--- config.mk ---
export PLATFORM = sky130hd
export DESIGN_NAME = bcd_to_binary_seq_flat
export DESIGN_NICKNAME = d
export VERILOG_FILES = /design/src/rtl/bcd_pkg.sv /design/src/rtl/bcd_to_binary_seq_if.sv /design/src/rtl/bcd_digit_adjust.sv /design/src/rtl/bcd_to_binary_seq.sv /design/src/flat_wrapper.sv
export SDC_FILE = /design/constraint.sdc
export NUM_CORES = 1
export LEC_CHECK = 0
export CAP_MARGIN = 20
export CELL_PAD_IN_SITES_DETAIL_PLACEMENT = 1
export CELL_PAD_IN_SITES_GLOBAL_PLACEMENT = 1
export CORE_ASPECT_RATIO = 1.25
export CORE_MARGIN = 10
export CORE_UTILIZATION = 33
export DETAILED_ROUTE_END_ITERATION = 12
export PLACE_DENSITY_LB_ADDON = 0.1
export REMOVE_ABC_BUFFERS = 1
export SLEW_MARGIN = 20
export SYNTH_ARGS = -nofsm -noshare
export SYNTH_HDL_FRONTEND = slang
export SYNTH_HIERARCHICAL = 1
export SYNTH_SLANG_ARGS = --single-unit
--- constraint.sdc ---
create_clock -name clk -period 1.5 [get_ports clk]
set_clock_uncertainty 0.2 [all_clocks]
set_input_delay 0.45 -clock clk [delete_from_list [all_inputs] [get_ports clk]]
set_output_delay 0.45 -clock clk [all_outputs]
set_load 0.1 [all_outputs]
--- src/rtl/bcd_pkg.sv ---
// bcd_pkg -- shared constants and FSM state type for the BCD-to-binary converter.
`default_nettype none

package bcd_pkg;
    localparam int         DIGIT_W       = 4;
    localparam logic [3:0] BCD_MAX_DIGIT = 4'd9;

    typedef enum logic [1:0] {
        IDLE = 2'd0,
        CONV = 2'd1,
        DONE = 2'd2
    } state_t;
endpackage

`default_nettype wire

--- src/rtl/bcd_to_binary_seq_if.sv ---
// bcd_to_binary_seq_if -- valid/ready input and output channels of the converter.
// The out_err signal exists only when BCD2BIN_ERR_EN is defined.
`default_nettype none

interface bcd_to_binary_seq_if
    import bcd_pkg::*;
#(
    parameter int DIGITS = 2
);
    logic                      in_valid;
    logic                      in_ready;
    logic [DIGIT_W*DIGITS-1:0] in_bcd;
    logic                      out_valid;
    logic                      out_ready;
    logic [DIGIT_W*DIGITS-1:0] out_bin;
`ifdef BCD2BIN_ERR_EN
    logic                      out_err;

    modport slave  (input  in_valid, in_bcd, out_ready,
                    output in_ready, out_valid, out_bin, out_err);
    modport master (output in_valid, in_bcd, out_ready,
                    input  in_ready, out_valid, out_bin, out_err);
`else
    modport slave  (input  in_valid, in_bcd, out_ready,
                    output in_ready, out_valid, out_bin);
    modport master (output in_valid, in_bcd, out_ready,
                    input  in_ready, out_valid, out_bin);
`endif
endinterface

`default_nettype wire

--- src/rtl/bcd_digit_adjust.sv ---
// bcd_digit_adjust -- one reverse double-dabble digit stage: subtract 3 when the nibble is 8 or more.
`default_nettype none

module bcd_digit_adjust (
    input  wire logic [3:0] din,
    output logic      [3:0] dout
);
    assign dout = din[3] ? (din - 4'd3) : din;
endmodule

`default_nettype wire

--- src/rtl/bcd_to_binary_seq.sv ---
// bcd_to_binary_seq -- sequential packed-BCD to binary converter, one bit per cycle.
// Optional BCD2BIN_ERR_EN adds the out_err flag and zeroes out_bin for invalid input.
`default_nettype none

module bcd_to_binary_seq
    import bcd_pkg::*;
#(
    parameter int DIGITS = 2
) (
    input  wire logic               clk,
    input  wire logic               rst,
    bcd_to_binary_seq_if.slave      bus
);
    localparam int                 N     = DIGIT_W * DIGITS;
    localparam int                 CNT_W = $clog2(N);
    localparam logic [CNT_W-1:0]   C_CNT_LAST = CNT_W'(N - 1);
    localparam logic [CNT_W-1:0]   C_CNT_ONE  = CNT_W'(1);

    state_t             r_state;
    state_t             w_next;
    logic [N-1:0]       r_bcd;
    logic [N-1:0]       r_bin;
    logic [CNT_W-1:0]   r_cnt;
    logic [N-1:0]       w_shift_bcd;
    logic [N-1:0]       w_shift_bin;
    logic [N-1:0]       w_adj_bcd;
    logic               w_accept;
    logic               w_last;

    // The bcd register shifts its LSB into the top of the binary accumulator.
    assign {w_shift_bcd, w_shift_bin} = {r_bcd, r_bin} >> 1;

    for (genvar g = 0; g < DIGITS; g++) begin : g_digit
        bcd_digit_adjust u_adjust (
            .din  (w_shift_bcd[g*DIGIT_W +: DIGIT_W]),
            .dout (w_adj_bcd[g*DIGIT_W +: DIGIT_W])
        );
    end

    assign w_accept = (r_state == IDLE) && bus.in_valid;
    assign w_last   = (r_cnt == C_CNT_LAST);

    always_comb begin
        w_next = r_state;
        case (r_state)
            IDLE:    if (bus.in_valid)  w_next = CONV;
            CONV:    if (w_last)        w_next = DONE;
            DONE:    if (bus.out_ready) w_next = IDLE;
            default:                    w_next = IDLE;
        endcase
    end

    always_ff @(posedge clk) begin
        if (rst) begin
            r_state <= IDLE;
            r_bcd   <= '0;
            r_bin   <= '0;
            r_cnt   <= '0;
        end else begin
            r_state <= w_next;
            if (w_accept) begin
                r_bcd <= bus.in_bcd;
                r_bin <= '0;
                r_cnt <= '0;
            end else if (r_state == CONV) begin
                r_bcd <= w_adj_bcd;
                r_bin <= w_shift_bin;
                r_cnt <= r_cnt + C_CNT_ONE;
            end
        end
    end

    assign bus.in_ready  = (r_state == IDLE);
    assign bus.out_valid = (r_state == DONE);

`ifdef BCD2BIN_ERR_EN
    logic r_err;
    logic w_err_in;

    always_comb begin
        w_err_in = 1'b0;
        for (int i = 0; i < DIGITS; i++) begin
            if (bus.in_bcd[i*DIGIT_W +: DIGIT_W] > BCD_MAX_DIGIT) w_err_in = 1'b1;
        end
    end

    always_ff @(posedge clk) begin
        if (rst)           r_err <= 1'b0;
        else if (w_accept) r_err <= w_err_in;
    end

    assign bus.out_err = r_err;
    assign bus.out_bin = ((r_state == DONE) && r_err) ? '0 : r_bin;
`else
    assign bus.out_bin = r_bin;
`endif
endmodule

`default_nettype wire

--- src/flat_wrapper.sv ---
// flat-port wrapper written by rule: the top's interface ports become plain ports
module bcd_to_binary_seq_flat import bcd_pkg::*;
#(
    parameter int DIGITS = 2
)
  (clk, rst, bus_in_valid, bus_in_bcd, bus_out_ready, bus_in_ready, bus_out_valid, bus_out_bin);
  bcd_to_binary_seq_if #(.DIGITS(DIGITS)) bus_i ();
  input  wire logic clk;
  input  wire logic rst;
  input wire logic [$bits(bus_i.in_valid)-1:0] bus_in_valid;
  input wire logic [$bits(bus_i.in_bcd)-1:0] bus_in_bcd;
  input wire logic [$bits(bus_i.out_ready)-1:0] bus_out_ready;
  output wire logic [$bits(bus_i.in_ready)-1:0] bus_in_ready;
  output wire logic [$bits(bus_i.out_valid)-1:0] bus_out_valid;
  output wire logic [$bits(bus_i.out_bin)-1:0] bus_out_bin;
  assign bus_i.in_valid = bus_in_valid;
  assign bus_i.in_bcd = bus_in_bcd;
  assign bus_i.out_ready = bus_out_ready;
  assign bus_in_ready = bus_i.in_ready;
  assign bus_out_valid = bus_i.out_valid;
  assign bus_out_bin = bus_i.out_bin;
  bcd_to_binary_seq #(.DIGITS(DIGITS)) u_core (.clk(clk), .rst(rst), .bus(bus_i));
endmodule
# Word-level counts from Yosys, hierarchy flattened
# Index checks and enable logic that the tools add are counted.
# totals
wordCells	24
ff_bits	21
inputBits	12
rom_bits	0
output_inout_bits	10
ramBits	0
latchBits	0
memories	0
# classes
n_eq_ne	6
n_mux	7
addsub	2
bitwise_logic	0
div_mod_pow	0
shift	0
mul	0
reduce_logical	5
order_cmp	0
# ops
op	n
2-to-1 mux 8 bit	2
2-to-1 mux 2 bit	3
case mux 2 bit (3 select lines)	1
2-to-1 mux 4 bit	1
inequality test 2 bit (second input constant)	2
subtractor 4 x 2 -> 4 bit (second input constant)	1
adder 3 x 1 -> 3 bit (second input constant)	1
equality test 3 bit (second input constant)	1
AND reduction 3 bit	1
equality test 2 x 1 -> 1 bit (second input constant)	1
equality test 2 bit (second input constant)	1
zero test 2 bit	1
inequality test 2 x 1 -> 1 bit (second input constant)	1
nonzero test 2 bit	1
OR reduction 2 bit	1
logical AND 1 bit	1

# Longest topological paths before layout
# depth
ltp_word	4
mapped_depth	6

# Hierarchy
# Netlist, hierarchy kept.
# modules_own_cells
mod	area_each_um2	seq_area_each_um2	cells_each	instances
bcd_to_binary_seq	873.3	420.4	98	1
bcd_digit_adjust	62.6	0.0	7	2

# Worst setup path before layout
# Ideal clock, no wire load.
# synth_path
path_kind	reg-to-output
from	register u_core.r_state[1]
to	output port bus_out_valid
arrival_ns	1.780
path_buffers	0
path_slack_ns	-0.930
t_required_ns	0.850
stages_incl_launch_ff	2
path_cell_list	dfxtp_1 -> nor2b_1
# synth_via
elab_chain_cells	1
# synth_rtl
item	line	source
start: declaration	bcd_to_binary_seq.sv:19	state_t r_state;
start signal: assignment	bcd_to_binary_seq.sv:60	r_state <= w_next;
equality test 2 bit	bcd_to_binary_seq.sv:74	assign bus.out_valid = (r_state == DONE);
end: declaration	flat_wrapper.sv:14	output wire logic [$bits(bus_i.out_valid)-1:0] bus_out_valid;
# Every way passes these cells.

# Worst setup path after layout
# Ends and elaborated chain as after synthesis.

==> summary.txt <==
Placed design
  – Buffers on Ports: 21
  – Final GP Congestion: 0.7481
  – Post-Place Setup Slack: -520.5 ps
  – Hpwl dp: 1.863 mm

Layout
  – Fin util: 53.09%
  – Commonest non-fill, non-tap cell in the layout: a21oi_1
  – Layout cells sized above 1: 31.37%
  – # diodes: 0
  – Nets: 170
  – Area Overhead vs Synth: 55.14%
  – Most frequent cells in the layout: 21 x a21oi_1, 20 x nand2_1, 16 x buf_4

Detailed routing
  – First drt pass iteration count: 4
  – DRC Markers: 0
  – Final antenna-violating net count: 0
  – Via count: 919
  – Iteration-0 DRC Markers: 22
  – Wire length per cell: 13.76 um
  – Drt via density: 4.862
  – Final WL: 2.600 mm

STA
  – Setup WS post-layout: -185.3 ps
  – # setup viols final: 21
  – Worst-Margin Slew: 531.0 ps
  – Slew Limit Fails: 0
  – Unrepaired setup endpoints after global routing: yes
  – Slew HR: 64.47%
  – Min cycle time layout: 1685 ps
  – Hold Vio Cnt, Final: 0
  – Period utilisation layout: 112.4%
  – Maximum clock frequency: 0.5934 GHz

Setup path
  – WP data required: 850 ps
  – Critical path capture point type: output port
  – Crit path kind: flip-flop to output port
  – Worst Path Max Fanout: 5
  – Worst EP arrival: 1040 ps
  – Crit start category: flip-flop

Floorplanning
  – Die Area: 0.005640 sq mm
  – Die W: 69.20 um
  – Site row count: 22
  – Ports: 22
  – Die Height: 81.50 um
  – Placeable Area: 0.002918 sq mm
  – Initial Util: 34.22%

Power
  – Sequential group share of total power: 54.3%
  – Clock power frac: 23.4%
  – Power Dens Cells: 725.4 mW/mm^2
  – Combinational share of power: 22.3%
  – Tot Pwr: 0.001124 W
  – P_sw: 0.0003072 W
  – Peak VDD IR: 0.3232 mV
  – Sw Ratio: 27.34%
  – Internal power: 0.0008165 W
  – Leak Pwr: 0.6378 nW

CTS
  – CTS Hold Bufs: 0
  – H-tree depth: 1
  – Clk sink count: 21
  – Clock root buffer: clkbuf_4
  – Clock-pin slew on the worst setup and hold paths: 110 ps
  – CTS tree: built
  – Num CTS Buffers: 3
  – Clk buf depth: 2
  – Clock latency on the worst-skew pair: 290 ps

Synth
  – Async SR Flop Fraction: 0%
  – Avg Inst Size Synth: 8.915 sq um
  – Post-synth cell types: 22
  – Yosys Warn Count: 6
  – Syn Inst Count: 112
  – Post-synth EDFFs: 0
  – Ys flop type: dfxtp_1
  – Mapped Area: 998.5 sq um
  – Sequential area share after synthesis: 42.11%
  – Register bit total from synthesis: 21

GRT
  – GRT Total Usage: 9.320%
  – Largest net degree at the start of global routing: 18
  – GRT Residual Overflow: 0
  – Initial antenna violation count: 0
  – First-pass GRT wire length: 4.360 mm
  – Number of global-route vias before repair: 979

Flow run
  – Max-cap viol count: 0

Outcome
  – Status: complete, but fails checks
  – Failing checks: setup timing

Worst hold path
  – Hold crit path type: flip-flop to flip-flop
[per-stage QoR]
stage	area, sq um	TNS (ps)	hold WS, ps	std cells
finish	1549	-1721	264.1	189
global route	1549	-2982	300.7	189
CTS	1515	-1175	265.2	186
detailed placement	1385	-9558	259.0	173
global placement	1385	-9316	246.0	173
floorplan	964.7	-3299	232.0	109
[flip-flops by register name, summed over array words and instances, names as in the netlist]
| name | cells |
|---|---|
| u_core/r_bcd | 8 |
| u_core/r_state | 2 |
| u_core/bus.out_bin | 8 |
| u_core/r_cnt | 3 |
[critical path, stage by stage, from the launching register on]
cell and delay (ps):
dfxtp_4 380, nor2b_4 170, buf_12 180
[layer usage]
| metal | part of all wire, % | vias up | global-route usage, % |
|---|---|---|---|
| met3 | 2.8 | 2 | 2.533 |
| li1 | - | 459 | - |
| met4 | 0.58 | 0 | 3.629 |
| met2 | 55 | 12 | 19.14 |
| met5 | 0 | - | 0 |
| met1 | 41 | 446 | 8.515 |
[power groups by stage]
stage	sequential, W	combinational (W)	clock (W)
6_report	0.000610	0.000250	0.000263
5_1_grt	0.000615	0.000278	0.000307
4_1_cts	0.000612	0.000251	0.000271
3_5_place_dp	0.000626	0.000243	0
3_3_place_gp	0.000625	0.000238	0
2_1_floorplan	0.000628	0.000134	0
[logic make-up after synthesis]
kind of cell	share of synthesized area, %
compound gates	20.43
xor+xnor	4.387
fa+ha+maj	5.013
buf+inv	7.518
flops	42.10
mux	3.008
other cells	0.3756
simple gates	17.17
[cells in the mapped netlist, types with 3 or more instances]
library cell	count	share of area (%)
xnor2_1	3	2.6
a21oi_1	21	11
nand2_1	20	7.5
nor2b_1	3	1.9
o221a_1	8	9.0
dfxtp_1	21	42
nand2b_1	4	2.5
inv_1	8	3.0
nor2_1	4	1.5
ha_1	4	5.0
[timing repair]
item                                    in CTS  in global routing
cloned                                       1                  0
buffers inserted                             8                  3
resized for setup                           18                  4
endpoints found under the setup margin      30                 30
[path summary, 6_finish.rpt]
check                                               startpoint                                 end  slack [ps]  cells after the start
worst max-delay path            u_core/r_state[1]$_SDFFE_PP0P_                       bus_out_valid        -190                      2
worst min-delay path              u_core/r_bcd[0]$_SDFFE_PP0P_  u_core/bus.out_bin[7]$_SDFFE_PP0N_         260                      2
worst max register to register  u_core/r_state[1]$_SDFFE_PP0P_        u_core/r_bcd[3]$_SDFFE_PP0P_        -140                      4
worst min register to register    u_core/r_bcd[0]$_SDFFE_PP0P_  u_core/bus.out_bin[7]$_SDFFE_PP0N_         260                      2
[area by class of cell]
cell class	count	area, sq um
fill	354	1369
multi-input combinational	81	544.3
timing repair buffer	39	460.4
sequential	21	442.9
tap	36	45.04
inverter	8	30.03
clock buffer	4	26.28
Note: power is estimated with default switching activity, not from simulation.
==> RTL edit 1: new RTL, config.mk and constraints unchanged <==
`DIGITS` is set to 2 in 3 places; all go to 1.
--- a/src/rtl/bcd_to_binary_seq_if.sv
+++ b/src/rtl/bcd_to_binary_seq_if.sv
@@ -7,3 +7,3 @@
 #(
-    parameter int DIGITS = 2
+    parameter int DIGITS = 1
 );
--- a/src/rtl/bcd_to_binary_seq.sv
+++ b/src/rtl/bcd_to_binary_seq.sv
@@ -7,3 +7,3 @@
 #(
-    parameter int DIGITS = 2
+    parameter int DIGITS = 1
 ) (
--- a/src/flat_wrapper.sv
+++ b/src/flat_wrapper.sv
@@ -3,3 +3,3 @@
 #(
-    parameter int DIGITS = 2
+    parameter int DIGITS = 1
 )
Interface: changed (resized bus_in_bcd and bus_out_bin); port bits go from 22 to 14. The function was not compared with the original's and may differ.
==> RTL edit 1 against the original RTL <==
- the flow still finishes with violations (negative setup slack)
- clock power up 2%
- setup slack worse by 0.013 ns
- core utilization up 1.1 points
- cell area down 45%
- sequential cell count down 9
- non-clock buffer count down 21
- total power down 31%
- synthesized area down 45%
- worst hold slack better by 0.071 ns
- wire length down 44%
- global-route usage down 0.65 points
- count of clock-buffer cells in the layout unchanged
- largest power group unchanged
==> RTL edit 1: results (changes against the original RTL) <==
stage,metric,value,unit,change
outcome,status,"complete, but fails checks",,
outcome,violations,negative setup slack,,
power_and_ir_drop,p_leak,0.378,nW,-41%
drt,drt-total-wl,1460,microns,-44%
timing,setup_violations,2,,-90%
placed_design,gp_congestion,0.691,,-7.7%
setup_path,slowest_delay,0.35,ns,-0.03 ns
global_route,grt_pass1_vias,532,,-46%
placed_design,dpl.hpwl,1120,microns,-40%
cells_and_area,area_growth,55.3,%,
timing,fin_ws,-0.199,ns,-0.0134 ns
hold_path,min_from,u_core/r_cnt[1],,
global_route,grtUsageMet3,0.0404,,+0.0151
setup_path,crit_start,u_core/r_state[0],,
drt,met1Wirelength,564,microns,-48%
setup_path,r2r_start,u_core/r_state[0],,
placed_design,port_buffers,13,,-38%
placed_design,place_area,798,sq um,-42%
synth,synth.area.top_cells,"dfxtp_1 44%, a22oi_1 8.2%, o221a_2 8.2%",,
timing,whs,0.335,ns,+0.0707 ns
synth,yosys-mux-area-fraction,0.0454,,+0.0153
cells_and_area,drive_gt1_frac,0.358,,+0.0443
hold_path,holdPathEnd,u_core/r_cnt[1],,
cells_and_area,fillCellCount,192,,-46%
clock_tree,path_clk_slew,0.08,ns,-0.03 ns
setup_path,r2r-end,u_core/r_bcd[0],,
clock_tree,cts_resized,8,,-10
synth,synth_adder_area_share,0.0454,,-0.00477
drt,detailedRoute.firstIterationViolations,4,,-82%
cells_and_area,fin_nets,92,,-46%
power_and_ir_drop,vdd_drop_max,506,uV,+57%
setup_path,crit_slowest_cell,dfxtp_2,,
synth,synth_compound_area_frac,0.236,,+0.0316
drt,first_pass_iters,3,,-1
RTL edit 1: changes by cell type after synthesis, moves of 2 or more:
cell,unedited run,this run
nor2_1,4,10
nand2b_1,4,1
buf_4,2,0
a21oi_1,21,5
nand2_1,20,1
xnor2_1,3,1
dfxtp_1,21,12
inv_1,8,5
o221a_1,8,0
nor2b_1,3,1
ha_1,4,2
o221a_2,0,4
a22oi_1,0,6
RTL edit 1: cell type report:
cell class | instances | share of cell area
inverter | 5 | 0.0219
tap | 18 | 0.0263
multi-input combinational | 42 | 0.345
clock buffer | 4 | 0.0423
sequential | 12 | 0.296
timing repair buffer | 18 | 0.269
RTL edit 1: power breakdown:
part | switching (W) | internal [W] | leakage (nW)
Combinational | 0.0000778 | 0.0000783 | 0.255
Clock | 0.000120 | 0.000148 | 0.0210
Sequential | 0.0000170 | 0.000332 | 0.101
RTL edit 1: kinds of logic after synthesis:
kind of cell	after synthesis
buf+inv	7
xor+xnor	2
flops	12
other cells	1
compound gates	17
simple gates	15
mux	2
fa+ha+maj	2
==> RTL edit 2: new RTL, same flow settings <==
Made on the original files. Re-encode `state_t` (3 states) as one-hot, 3 bits wide.
--- a/src/rtl/bcd_pkg.sv
+++ b/src/rtl/bcd_pkg.sv
@@ -7,6 +7,6 @@
 
-    typedef enum logic [1:0] {
-        IDLE = 2'd0,
-        CONV = 2'd1,
-        DONE = 2'd2
+    typedef enum logic [2:0] {
+        IDLE = 3'b001,
+        CONV = 3'b010,
+        DONE = 3'b100
     } state_t;
Formal check against the unedited RTL: no difference found for any inputs over 10 cycles, from zero or initial values and one cycle with rst high; not proved beyond that.
==> RTL edit 2 against the original RTL <==
- the flow still finishes with violations (negative setup slack)
- total power is 19% higher
- wire length is 22% higher
- register-to-register slack better by 0.02 ns
- critical endpoint unchanged
- worst hold slack better by 0.0017 ns
- critical path type unchanged
- non-clock buffer count is 9 higher
- sequential share of layout area is 4.2 points lower
- synthesized area is 21% higher
- cell area is 23% higher
- setup slack worse by 0.16 ns
- clock power is 38% higher
- sequential cell count is 1 higher
==> RTL edit 2: results (changes against the original RTL) <==
stage,metric,value,unit,change
power_and_ir_drop,p_int,0.000969,W,+19%
cells_and_area,final_cells,212,,+12%
cells_and_area,drive_gt1_frac,0.561,,+0.247
setup_path,crit_slowest_cell,dfxtp_2,,
outcome,violations,negative setup slack,,
drt,first_pass_iters,2,,-2
global_route,grt_usage,0.0961,,+0.00290
synth,synth_common_cells,"24 x nand2_1, 22 x dfxtp_1, 10 x a21oi_2, 10 x nand2_2",,
synth,ys_types,32,,+45%
power_and_ir_drop,power.density,700,nW/um^2,-3.6%
cells_and_area,antenna_cells,0,,unchanged
drt,detailedRoute.firstIterationViolations,12,,-45%
timing,setup_violations,22,,+4.8%
drt,wl_per_cell,15.0,microns,+8.9%
power_and_ir_drop,seq_power_share,0.474,,-0.069
synth,synth_most_common_cell,nand2_1,,
setup_path,path_delay_family,simple AND/OR/NAND/NOR gates,,
power_and_ir_drop,p_clk_frac,0.272,,+0.038
clock_tree,clk_latency,0.26,ns,-0.03 ns
synth,ys_seq_area_frac,0.366,,-0.0555
setup_path,slowest_delay,0.34,ns,-0.04 ns
placed_design,dp_slack,-0.520,ns,+0.000801 ns
placed_design,dpl.hpwl,2410,microns,+29%
global_route,grt_max_degree,12,,-6
drt,viasPerCell,4.99,,+2.5%
power_and_ir_drop,vdd_drop_max,445,uV,+38%
synth,syn_area_per_cell,9.49,sq um,+6.4%
clock_tree,cts_resized,24,,+6
cells_and_area,fin_nets,191,,+12%
synth,synth_adder_area_share,0.0415,,-0.00859
clock_tree,post_cts_buffers,2,,-6
global_route,grt.met1_usage,0.107,,+0.0217
synth,yosys-mux-area-fraction,0.0249,,-0.00515
placed_design,place_area,1660,sq um,+20%
clock_tree,root_buffer,clkbuf_8,,
global_route,grtUsageMet2,0.178,,-0.0136
drt,route.met2.wl,1770,microns,+24%
global_route,grt_pass1_vias,1112,,+14%
global_route,grt_pass1_wl,5110,microns,+17%
setup_path,arrival,1.20,ns,+0.16 ns
global_route,grtUsageMet3,0.0193,,-0.00608
outcome,status,"complete, but fails checks",,
clock_tree,path_clk_slew,0.08,ns,-0.03 ns
timing,fin_ws,-0.347,ns,-0.162 ns
timing,setup_tns,-1.82,ns,-0.0982 ns
drt,met1Wirelength,1300,microns,+21%
synth,synth_compound_area_frac,0.186,,-0.0184
power_and_ir_drop,p_leak,0.708,nW,+11%
synth,ys_warn_count,6,,unchanged
synth,synth.area.top_cells,"dfxtp_1 37%, nand2_1 7.5%, a21oi_2 7.3%",,
drt,dr_wl_met3,98,microns,+32%
synth,synthXorXnorAreaFrac,0.0363,,-0.00751
setup_path,crit_path_max_fanout,3,,-2
placed_design,gp_congestion,0.755,,+0.86%
placed_design,dpl.cell_count,202,,+17%
[RTL edit 2: changes by cell type in the layout (fill, tap and decap cells not counted), sizes merged, moves of 2 or more]
cell    change
a21oi       -9
a311oi      +7
buf         +8
inv         -7
nand2      +14
nand2b      -2
nor2        +5
nor3        +2
nor3b       +2
o21a        +2
o221a       -8
or2b        +2
[RTL edit 2: final timing paths]
kind,slack [ns],cells past startpoint,from,end
setup reg to reg,-0.12,6,u_core/r_state[1],u_core/r_state[0]
setup / recovery,-0.35,3,u_core/r_state[1],bus_out_valid
hold reg to reg,0.27,2,u_core/r_bcd[0],u_core/bus.out_bin[7]
hold / removal,0.27,2,u_core/r_bcd[0],u_core/bus.out_bin[7]
[RTL edit 2: final cells by class]
type,instances,area (sq um)
Clock buffer,3,41.3
Fill cell,399,1600
Inverter,1,3.75
Multi-Input combinational cell,99,754
Sequential cell,22,465
Tap cell,39,48.8
Timing Repair Buffer,48,596
